**src/rtl/soc_gpio_monitor.sv**
```systemverilog
// soc_gpio_monitor
//   Watches a SoC GPIO output bus and logs every change, together with the
//   cycle-counter value at which it was sampled, into a small event FIFO.
//   The run ends when the bus shows the stop pattern (STOP) or when the bus
//   stays idle for TIMEOUT_CYCLES samples (TOUT). Both end states hold until
//   reset, and the FIFO can still be drained from them.
//
// Ports
//   clk         rising-edge clock
//   rst         synchronous active-high reset
//   gpio_out    observed GPIO bus
//   ev_rd       pop the head event (ignored while empty)
//   ev_valid    FIFO non-empty
//   ev_data     GPIO value of the head event (0 while empty)
//   ev_time     cycle count of the head event (0 while empty)
//   ev_overflow sticky: an event was dropped because the FIFO was full
//   stop_req    sticky: stop pattern matched
//   timeout     sticky: idle timeout expired
//   state       0=ARM, 1=RUN, 2=STOP, 3=TOUT
module soc_gpio_monitor #(
  parameter int unsigned        GPIO_W         = 32,
  parameter logic [GPIO_W-1:0]  STOP_CODE      = '1,
  parameter logic [GPIO_W-1:0]  STOP_MASK      = '1,
  parameter int unsigned        FIFO_DEPTH     = 8,
  parameter int unsigned        TS_W           = 32,
  parameter int unsigned        TIMEOUT_CYCLES = 1_000_000
) (
  input  logic              clk,
  input  logic              rst,
  input  logic [GPIO_W-1:0] gpio_out,
  input  logic              ev_rd,
  output logic              ev_valid,
  output logic [GPIO_W-1:0] ev_data,
  output logic [TS_W-1:0]   ev_time,
  output logic              ev_overflow,
  output logic              stop_req,
  output logic              timeout,
  output logic [1:0]        state
);

  localparam int unsigned AW     = $clog2(FIFO_DEPTH);
  localparam int unsigned IDLE_W = (TIMEOUT_CYCLES < 2) ? 1 : $clog2(TIMEOUT_CYCLES + 1);

  localparam logic [1:0] ST_ARM  = 2'd0;
  localparam logic [1:0] ST_RUN  = 2'd1;
  localparam logic [1:0] ST_STOP = 2'd2;
  localparam logic [1:0] ST_TOUT = 2'd3;

  logic [1:0]        state_q, state_d;
  logic [TS_W-1:0]   cyc_q;
  logic [IDLE_W-1:0] idle_q, idle_d, idle_inc;
  logic [GPIO_W-1:0] prev_q;
  logic [AW:0]       wr_q, rd_q;
  logic              ovf_q, stop_q, tout_q;

  logic [GPIO_W-1:0] mem_data [FIFO_DEPTH];
  logic [TS_W-1:0]   mem_time [FIFO_DEPTH];

  logic change, stop_hit, empty, full, pop, push, drop;

  always_comb begin
    change   = (state_q == ST_RUN) && (gpio_out != prev_q);
    stop_hit = change && ((gpio_out & STOP_MASK) == (STOP_CODE & STOP_MASK));
    empty    = (wr_q == rd_q);
    full     = (wr_q[AW] != rd_q[AW]) && (wr_q[AW-1:0] == rd_q[AW-1:0]);
    pop      = ev_rd && !empty;
    // A pop on the same edge frees a slot, so a full FIFO can still accept.
    push     = change && (!full || pop);
    drop     = change && full && !pop;
    idle_inc = (idle_q == '1) ? idle_q : idle_q + 1'b1;

    state_d = state_q;
    idle_d  = idle_q;
    case (state_q)
      ST_ARM: state_d = ST_RUN;
      ST_RUN: begin
        idle_d = change ? '0 : idle_inc;
        // Stop match wins; a change also clears idle, so the two never collide.
        if (stop_hit)
          state_d = ST_STOP;
        else if ((TIMEOUT_CYCLES != 0) && !change && (idle_inc == IDLE_W'(TIMEOUT_CYCLES)))
          state_d = ST_TOUT;
      end
      default: state_d = state_q;
    endcase
  end

  always_ff @(posedge clk) begin
    if (rst) begin
      state_q <= ST_ARM;
      cyc_q   <= '0;
      idle_q  <= '0;
      prev_q  <= '0;
      wr_q    <= '0;
      rd_q    <= '0;
      ovf_q   <= 1'b0;
      stop_q  <= 1'b0;
      tout_q  <= 1'b0;
    end else begin
      cyc_q   <= cyc_q + 1'b1;
      state_q <= state_d;
      idle_q  <= idle_d;
      if ((state_q == ST_ARM) || (state_q == ST_RUN))
        prev_q <= gpio_out;
      if (push)
        wr_q <= wr_q + 1'b1;
      if (pop)
        rd_q <= rd_q + 1'b1;
      if (drop)
        ovf_q <= 1'b1;
      if (state_d == ST_STOP)
        stop_q <= 1'b1;
      if (state_d == ST_TOUT)
        tout_q <= 1'b1;
    end
  end

  // Storage needs no reset: the output mux hides stale entries while empty.
  always_ff @(posedge clk) begin
    if (push) begin
      mem_data[wr_q[AW-1:0]] <= gpio_out;
      mem_time[wr_q[AW-1:0]] <= cyc_q;
    end
  end

  always_comb begin
    ev_valid    = !empty;
    ev_data     = empty ? '0 : mem_data[rd_q[AW-1:0]];
    ev_time     = empty ? '0 : mem_time[rd_q[AW-1:0]];
    ev_overflow = ovf_q;
    stop_req    = stop_q;
    timeout     = tout_q;
    state       = state_q;
  end

endmodule

```
**config.mk**
```make
export PLATFORM = sky130hd
export DESIGN_NAME = soc_gpio_monitor
export DESIGN_NICKNAME = d
export VERILOG_FILES = /design/src/rtl/soc_gpio_monitor.sv
export SDC_FILE = /design/constraint.sdc
export NUM_CORES = 1
export LEC_CHECK = 0
export BUFFER_PORTS_ARGS = -buffer_cell sky130_fd_sc_hd__clkbuf_2
export CAP_MARGIN = 30
export CORE_AREA = 2 2 255 182
export CTS_CLUSTER_SIZE = 24
export DETAILED_ROUTE_END_ITERATION = 7
export DIE_AREA = 0 0 257 184
export PLACE_DENSITY = 0.75
export SLEW_MARGIN = 30
export SYNTH_ARGS = -nofsm -noshare
export SYNTH_HDL_FRONTEND = slang
export SYNTH_SLANG_ARGS = --single-unit
```
**constraint.sdc**
```tcl
create_clock -name clk -period 9.45 [get_ports clk]
set_clock_uncertainty 0.15 [all_clocks]
set_input_delay 2.3625 -clock clk [delete_from_list [all_inputs] [get_ports clk]]
set_output_delay 2.3625 -clock clk [all_outputs]
set_load 0.05 [all_outputs]
```
==> flow_metrics.py, run 1 <==
metrics = {
    "critical_path": {
        "worstPathCellList": "buf_12 -> mux4_2 -> mux2i_1 -> nor2_1 -> clkbuf_2",
        "arrival_ps": 3540,
        "cpPeakStageDelay_ps": 850,
        "startpoint_type": "flip-flop",
        "worst_ep_required_time_ps": 6940,
        "crit_path_top_delay_cell": "dfxtp_4",
        "crit_path_end_kind": "output pin",
        "worst-path-max-fanout": 92,
        "worstReg2RegStart": "prev_q[28]",
        "path_class": "flip-flop to output pin",
    },
    "detailed_routing": {
        "first_pass_iters": 5,
        "routed_wl_um": 51100,
        "dr_total_vias": 13000,
        "via_per_inst": 6.02,
        "drt_iter0_drc": 1079,
        "drtAntennaViolNets": 0,
        "avgRoutedWirePerCell_um": 23.7,
        "drc": 0,
    },
    "sta": {
        "finalWorstSetupSlack_ps": 3400,
        "post-route-period-util": 0.640,
        "setup_viol": 0,
        "slew_headroom": 0.354,
        "finalHoldViolCount": 0,
        "fmax_ghz": 0.165,
        "hold_ws_ps": 334,
        "tightest_slew_ps": 969,
        "drv_slew": 0,
        "rsz0062_at_grt": "no",
        "setup_tns_ps": 0,
        "final.min_clock_period_ps": 6050,
    },
    "global_routing": {
        "grt_max_degree": 93,
        "grt_pass1_vias": 13500,
        "grt.overflow.total": 0,
        "grt_pass1_wl_um": 79000,
        "antenna_found_initial": 1,
        "grt_use_total": 0.221,
    },
    "outcome": {
        "outcome": "completed",
    },
    "synthesis": {
        "synth.area.top_cells": "edfxtp_1 63%, mux4_2 12%, dfxtp_1 8.2%, mux2i_1 4.0%, nor2_1 2.2%",
        "synthSimpleGateAreaFrac": 0.0670,
        "syn_area_per_cell_um2": 17.3,
        "ys_seq_area_frac": 0.712,
        "synth.mux.area_fraction": 0.159,
        "synth-xor-area-share": 0.0241,
        "yosysWarnings": 0,
        "syn_nets": 1445,
        "synth_seq_cells": 612,
        "synth_top_area_share": 0.630,
        "synth_top_family_by_area": "multiplexers",
        "netlist_instances": 1406,
        "synth_fa_ha_area_frac": 0.00205,
        "synth_compound_gate_area_share": 0.0220,
        "synth_edf_count": 512,
        "ys_async_sr_fraction": 0,
        "ys.flop_type": "edfxtp_1",
        "ys_types": 59,
        "synth.largest_area_cell": "edfxtp_1",
        "syn_area_um2": 24400,
    },
    "placement": {
        "io_buffers": 104,
        "place_inst": 2062,
        "dpl.hpwl_um": 29000,
        "place_area_um2": 25700,
        "globalplace.congestion": 0.815,
        "post-place-ws_ps": 3430,
    },
    "run": {
        "cap_violations": 0,
    },
    "layout": {
        "stdcell_count": 2162,
        "stdcell_area_um2": 27400,
        "area_growth_pct": 12.5,
        "fin_util": 0.615,
        "nets": 1553,
        "drive_gt1_frac": 0.239,
    },
    "floorplanning": {
        "fp-row-count": 65,
        "die_area_um2": 47300,
        "core_um2": 44600,
        "ioPinCount": 105,
        "fp.dieW_um": 257,
        "die_h_um": 184,
        "initial_core_util": 0.546,
    },
    "pwr": {
        "peakVddDrop_mv": 0.127,
        "leakagePower_nw": 8.76,
        "p_total_mw": 6.08,
        "pwr_density_cell_nw_per_um2": 221,
    },
    "worst_hold_path": {
        "hp-class": "flip-flop to flip-flop",
        "hp-start": "stop_req",
    },
    "cts": {
        "post-cts-setup-buffers": 0,
        "cts_made_buffers": 53,
        "postCtsHoldBufs": 0,
        "h-tree-depth": 2,
        "cts_root_buf": "clkbuf_16",
        "cts_tree": "built",
        "ctsResizeCount": 0,
        "clk_latency_ps": 600,
        "cts_buffer_depth": 3,
        "cts.sinks": 612,
        "path_clk_slew_ps": 60,
    },
}
==> layout by cell type, fill, tap and decap left out, types with 23 or more instances in the layout <==
master,count
edfxtp_1,512
mux2i_1,98
nand2_1,29
dfxtp_1,96
clkbuf_16,54
clkbuf_2,103
xor2_1,44
o21ai_0,23
nor2_1,144
xnor2_1,23
a21oi_1,40
mux4_2,128
nand3_1,25
==> flip-flops by register name (all words and copies together) (netlist names), named ones only <==
signal,cells
idle_q,20
state,2
mem_data,256
cyc_q,32
prev_q,32
rd_q,4
mem_time,256
stop_req,1
ev_overflow,1
timeout,1
wr_q,4
==> power by group <==
group          switching (mW)  total, mW  leakage (nW)  internal [mW]
combinational           0.584      0.882          2.36          0.298
clock                   0.960       2.18         0.861           1.22
sequential             0.0523       3.02          5.54           2.96
==> Yosys cell counts, types with 2 or more instances <==
cell / count
buf_2: 3
ha_1: 4
and4_1: 8
nand4b_1: 4
o2111ai_1: 2
o21ai_0: 23
dfxtp_1: 100
inv_1: 9
nor2_1: 144
a21oi_1: 40
nand2_1: 29
a31oi_1: 3
xor2_1: 44
nor3_1: 20
a211oi_1: 7
a311oi_1: 3
a41oi_1: 2
and2_1: 4
nor2b_1: 6
nand3_2: 2
mux2i_1: 98
nand4_1: 15
a21o_1: 2
nor4_1: 20
nand3_1: 25
and2b_2: 2
clkbuf_1: 39
nand2b_1: 5
mux2_2: 2
xnor2_1: 23
buf_1: 29
mux4_2: 128
or3_1: 8
nand3b_1: 4
and3_1: 13
or4_1: 2
edfxtp_1: 512
==> routing by layer <==
layer	GRT usage	up-vias	wire [um]
met2	0.352	439	24200
met1	0.323	6752	22700
met4	0.0530	0	758
met5	0	-	0
li1	-	5758	-
met3	0.0364	58	3470
==> cell families (layout without fill, tap and decap cells) <==
logic type	count (synthesis)	count (layout)
and+or+nand+nor	323	323
buffers and inverters	82	234
AOI/OAI and AO/OA	90	90
adders and majority gates	4	4
other	0	1
xor gates and xnor gates	67	67
muxes	228	228
DFF	612	612
==> critical path, delay by kind of cell, from the launching register on <==
kind | cells | cell delay (ps)
flip-flops | 1 | 850
AND/OR/NAND/NOR | 1 | 90
multiplexers | 2 | 1000
buffers and inverters | 2 | 900
==> worst paths after layout <==
path                            depth (start not counted)  slack, ps          end
worst min-delay path                                    1        330     stop_req
worst max-delay path                                    5       3400  ev_data[24]
worst max register to register                          7       5580      wr_q[3]
worst min register to register                          1        330     stop_req
==> area by class of cell <==
class | count | area, um2
antenna | 1 | 2.50
clock buffer | 67 | 1470
clock inverter | 32 | 298
fill | 3100 | 17200
inverter | 9 | 33.8
multi-input combinational | 712 | 6770
sequential | 612 | 17400
tap | 603 | 754
timing repair buffer | 126 | 724
Power figures use the tool's default switching activity.
==> run 2: changes to the inputs <==
Settings changed: CORE_AREA 2 2 255 182 to 2 2 244 174, DIE_AREA 0 0 257 184 to 0 0 246 176, PLACE_DENSITY 0.75 to 0.78.
Clock period 9.45 ns to 6.15 ns, I/O delays scaled along.
==> run 2 against run 1 <==
Net effect: die area shrank 8.4%; register-to-register slack lost 3100 ps; global-route usage rose by 2.5 points; worst setup slack got worse by 1900 ps; critical path depth is the same; critical path type unchanged; largest power group unchanged.
==> flow_metrics.py, run 2 (synthesized netlist as in run 1, its figures left out) <==
metrics = {
    "cts": {
        "cts_root_buf": "clkbuf_16",
        "postCtsHoldBufs": 0,
        "clk_latency_ps": 580,
        "h-tree-depth": 2,
        "path_clk_slew_ps": 60,
        "post-cts-setup-buffers": 0,
        "ctsResizeCount": 0,
        "cts_made_buffers": 54,
        "cts.sinks": 612,
        "cts_buffer_depth": 3,
        "cts_tree": "built",
    },
    "floorplanning": {
        "initial_core_util": 0.599,
        "fp-row-count": 62,
        "die_h_um": 176,
        "fp.dieW_um": 246,
        "die_area_um2": 43300,
        "ioPinCount": 105,
        "core_um2": 40700,
    },
    "global_routing": {
        "antenna_found_initial": 1,
        "grt_max_degree": 76,
        "grt.overflow.total": 0,
        "grt_use_total": 0.246,
        "grt_pass1_wl_um": 80000,
        "grt_pass1_vias": 13300,
    },
    "sta": {
        "tightest_slew_ps": 915,
        "rsz0062_at_grt": "no",
        "fmax_ghz": 0.216,
        "setup_viol": 0,
        "slew_headroom": 0.390,
        "final.min_clock_period_ps": 4630,
        "finalWorstSetupSlack_ps": 1520,
        "drv_slew": 0,
        "finalHoldViolCount": 0,
        "post-route-period-util": 0.752,
    },
    "critical_path": {
        "crit_path_end_kind": "output pin",
        "worst_ep_required_time_ps": 4460,
        "path_class": "flip-flop to output pin",
        "arrival_ps": 2940,
        "worst-path-max-fanout": 36,
        "startpoint_type": "flip-flop",
    },
    "layout": {
        "stdcell_count": 2115,
        "nets": 1565,
        "layout_common_cells": "512 x edfxtp_1, 144 x nor2_1, 128 x mux4_2, 103 x clkbuf_2, 98 x mux2i_1",
        "area_growth_pct": 12.6,
        "regArea_um2": 17400,
        "drive_gt1_frac": 0.239,
        "multi_input_area_um2": 6820,
        "layout_commonest_cell": "edfxtp_1",
        "fin_util": 0.675,
        "fill_cells": 2633,
    },
    "detailed_routing": {
        "drc": 0,
        "first_pass_iters": 6,
        "routed_wl_um": 51800,
        "drtAntennaViolNets": 0,
        "via_per_inst": 6.23,
        "avgRoutedWirePerCell_um": 24.5,
        "dr_total_vias": 13200,
        "drt_iter0_drc": 1446,
    },
    "worst_hold_path": {
        "hp-class": "flip-flop to flip-flop",
    },
    "run": {
        "cap_violations": 0,
    },
    "pwr": {
        "pwr_density_cell_nw_per_um2": 339,
        "leakagePower_nw": 8.81,
        "peakVddDrop_mv": 0.245,
        "p_total_mw": 9.32,
    },
    "placement": {
        "dpl.hpwl_um": 29900,
        "place_inst": 2014,
        "globalplace.congestion": 0.882,
        "io_buffers": 104,
        "post-place-ws_ps": 1140,
    },
    "outcome": {
        "outcome": "completed",
    },
}
-- run 2: cell types whose count changed in the layout (fill, tap and decap cells not counted), moves of 2 or more --
cell	change
buf_6	-3
buf_4	+12
buf_12	+2
clkinv_2	-2
clkinvlp_4	-5
nor4_2	-6
nor4_4	+6
clkbuf_8	-3
clkbuf_1	+9
-- run 2: power by group --
part | switching [mW] | leakage (nW) | internal [mW]
combinational | 0.926 | 2.43 | 0.472
clock | 1.45 | 0.848 | 1.86
sequential | 0.0609 | 5.54 | 4.55
-- run 2: area by class of cell --
type	count	share of cell area
diodes	1	0.0000911
clock buffers	74	0.0541
clock inverters	26	0.00856
inverters	9	0.00123
multi-input cells	712	0.248
flip-flops and latches	612	0.633
well taps	544	0.0248
repair buffers	137	0.0299
-- run 2: path summary, 6_finish.rpt --
path | from | to | slack (ps) | depth (start not counted)
hold reg to reg | idle_q[16] | idle_q[16] | 370 | 2
setup reg to reg | state[0] | mem_time[1][2] | 2460 | 5
hold / removal | idle_q[16] | idle_q[16] | 370 | 2
setup / recovery | flip-flop | ev_data[2] | 1520 | 5
-- run 2: per-layer routing --
layer / GRT usage / up-vias / routed length (um)
li1: - / 5786 / -
met1: 0.363 / 6807 / 21900
met4: 0.0561 / 0 / 875
met3: 0.0388 / 67 / 3880
met2: 0.393 / 508 / 25100
met5: 0 / - / 0
-- run 2: through the flow --
step / cell area [um2] / hold WS, ps / TNS (ps)
floorplan: 24400 / 303 / -294490
global placement: 25700 / 324 / 0
finish: 27500 / 369 / 0
detailed placement: 25700 / 352 / 0
global route: 27500 / 382 / 0
CTS: 27500 / 365 / 0
-- run 2: critical path, cell delays in order, from the launching register on --
cell	delay [ps]
dfxtp_4	730
buf_4	570
mux4_2	390
mux2i_1	260
nor2_1	110
clkbuf_2	270
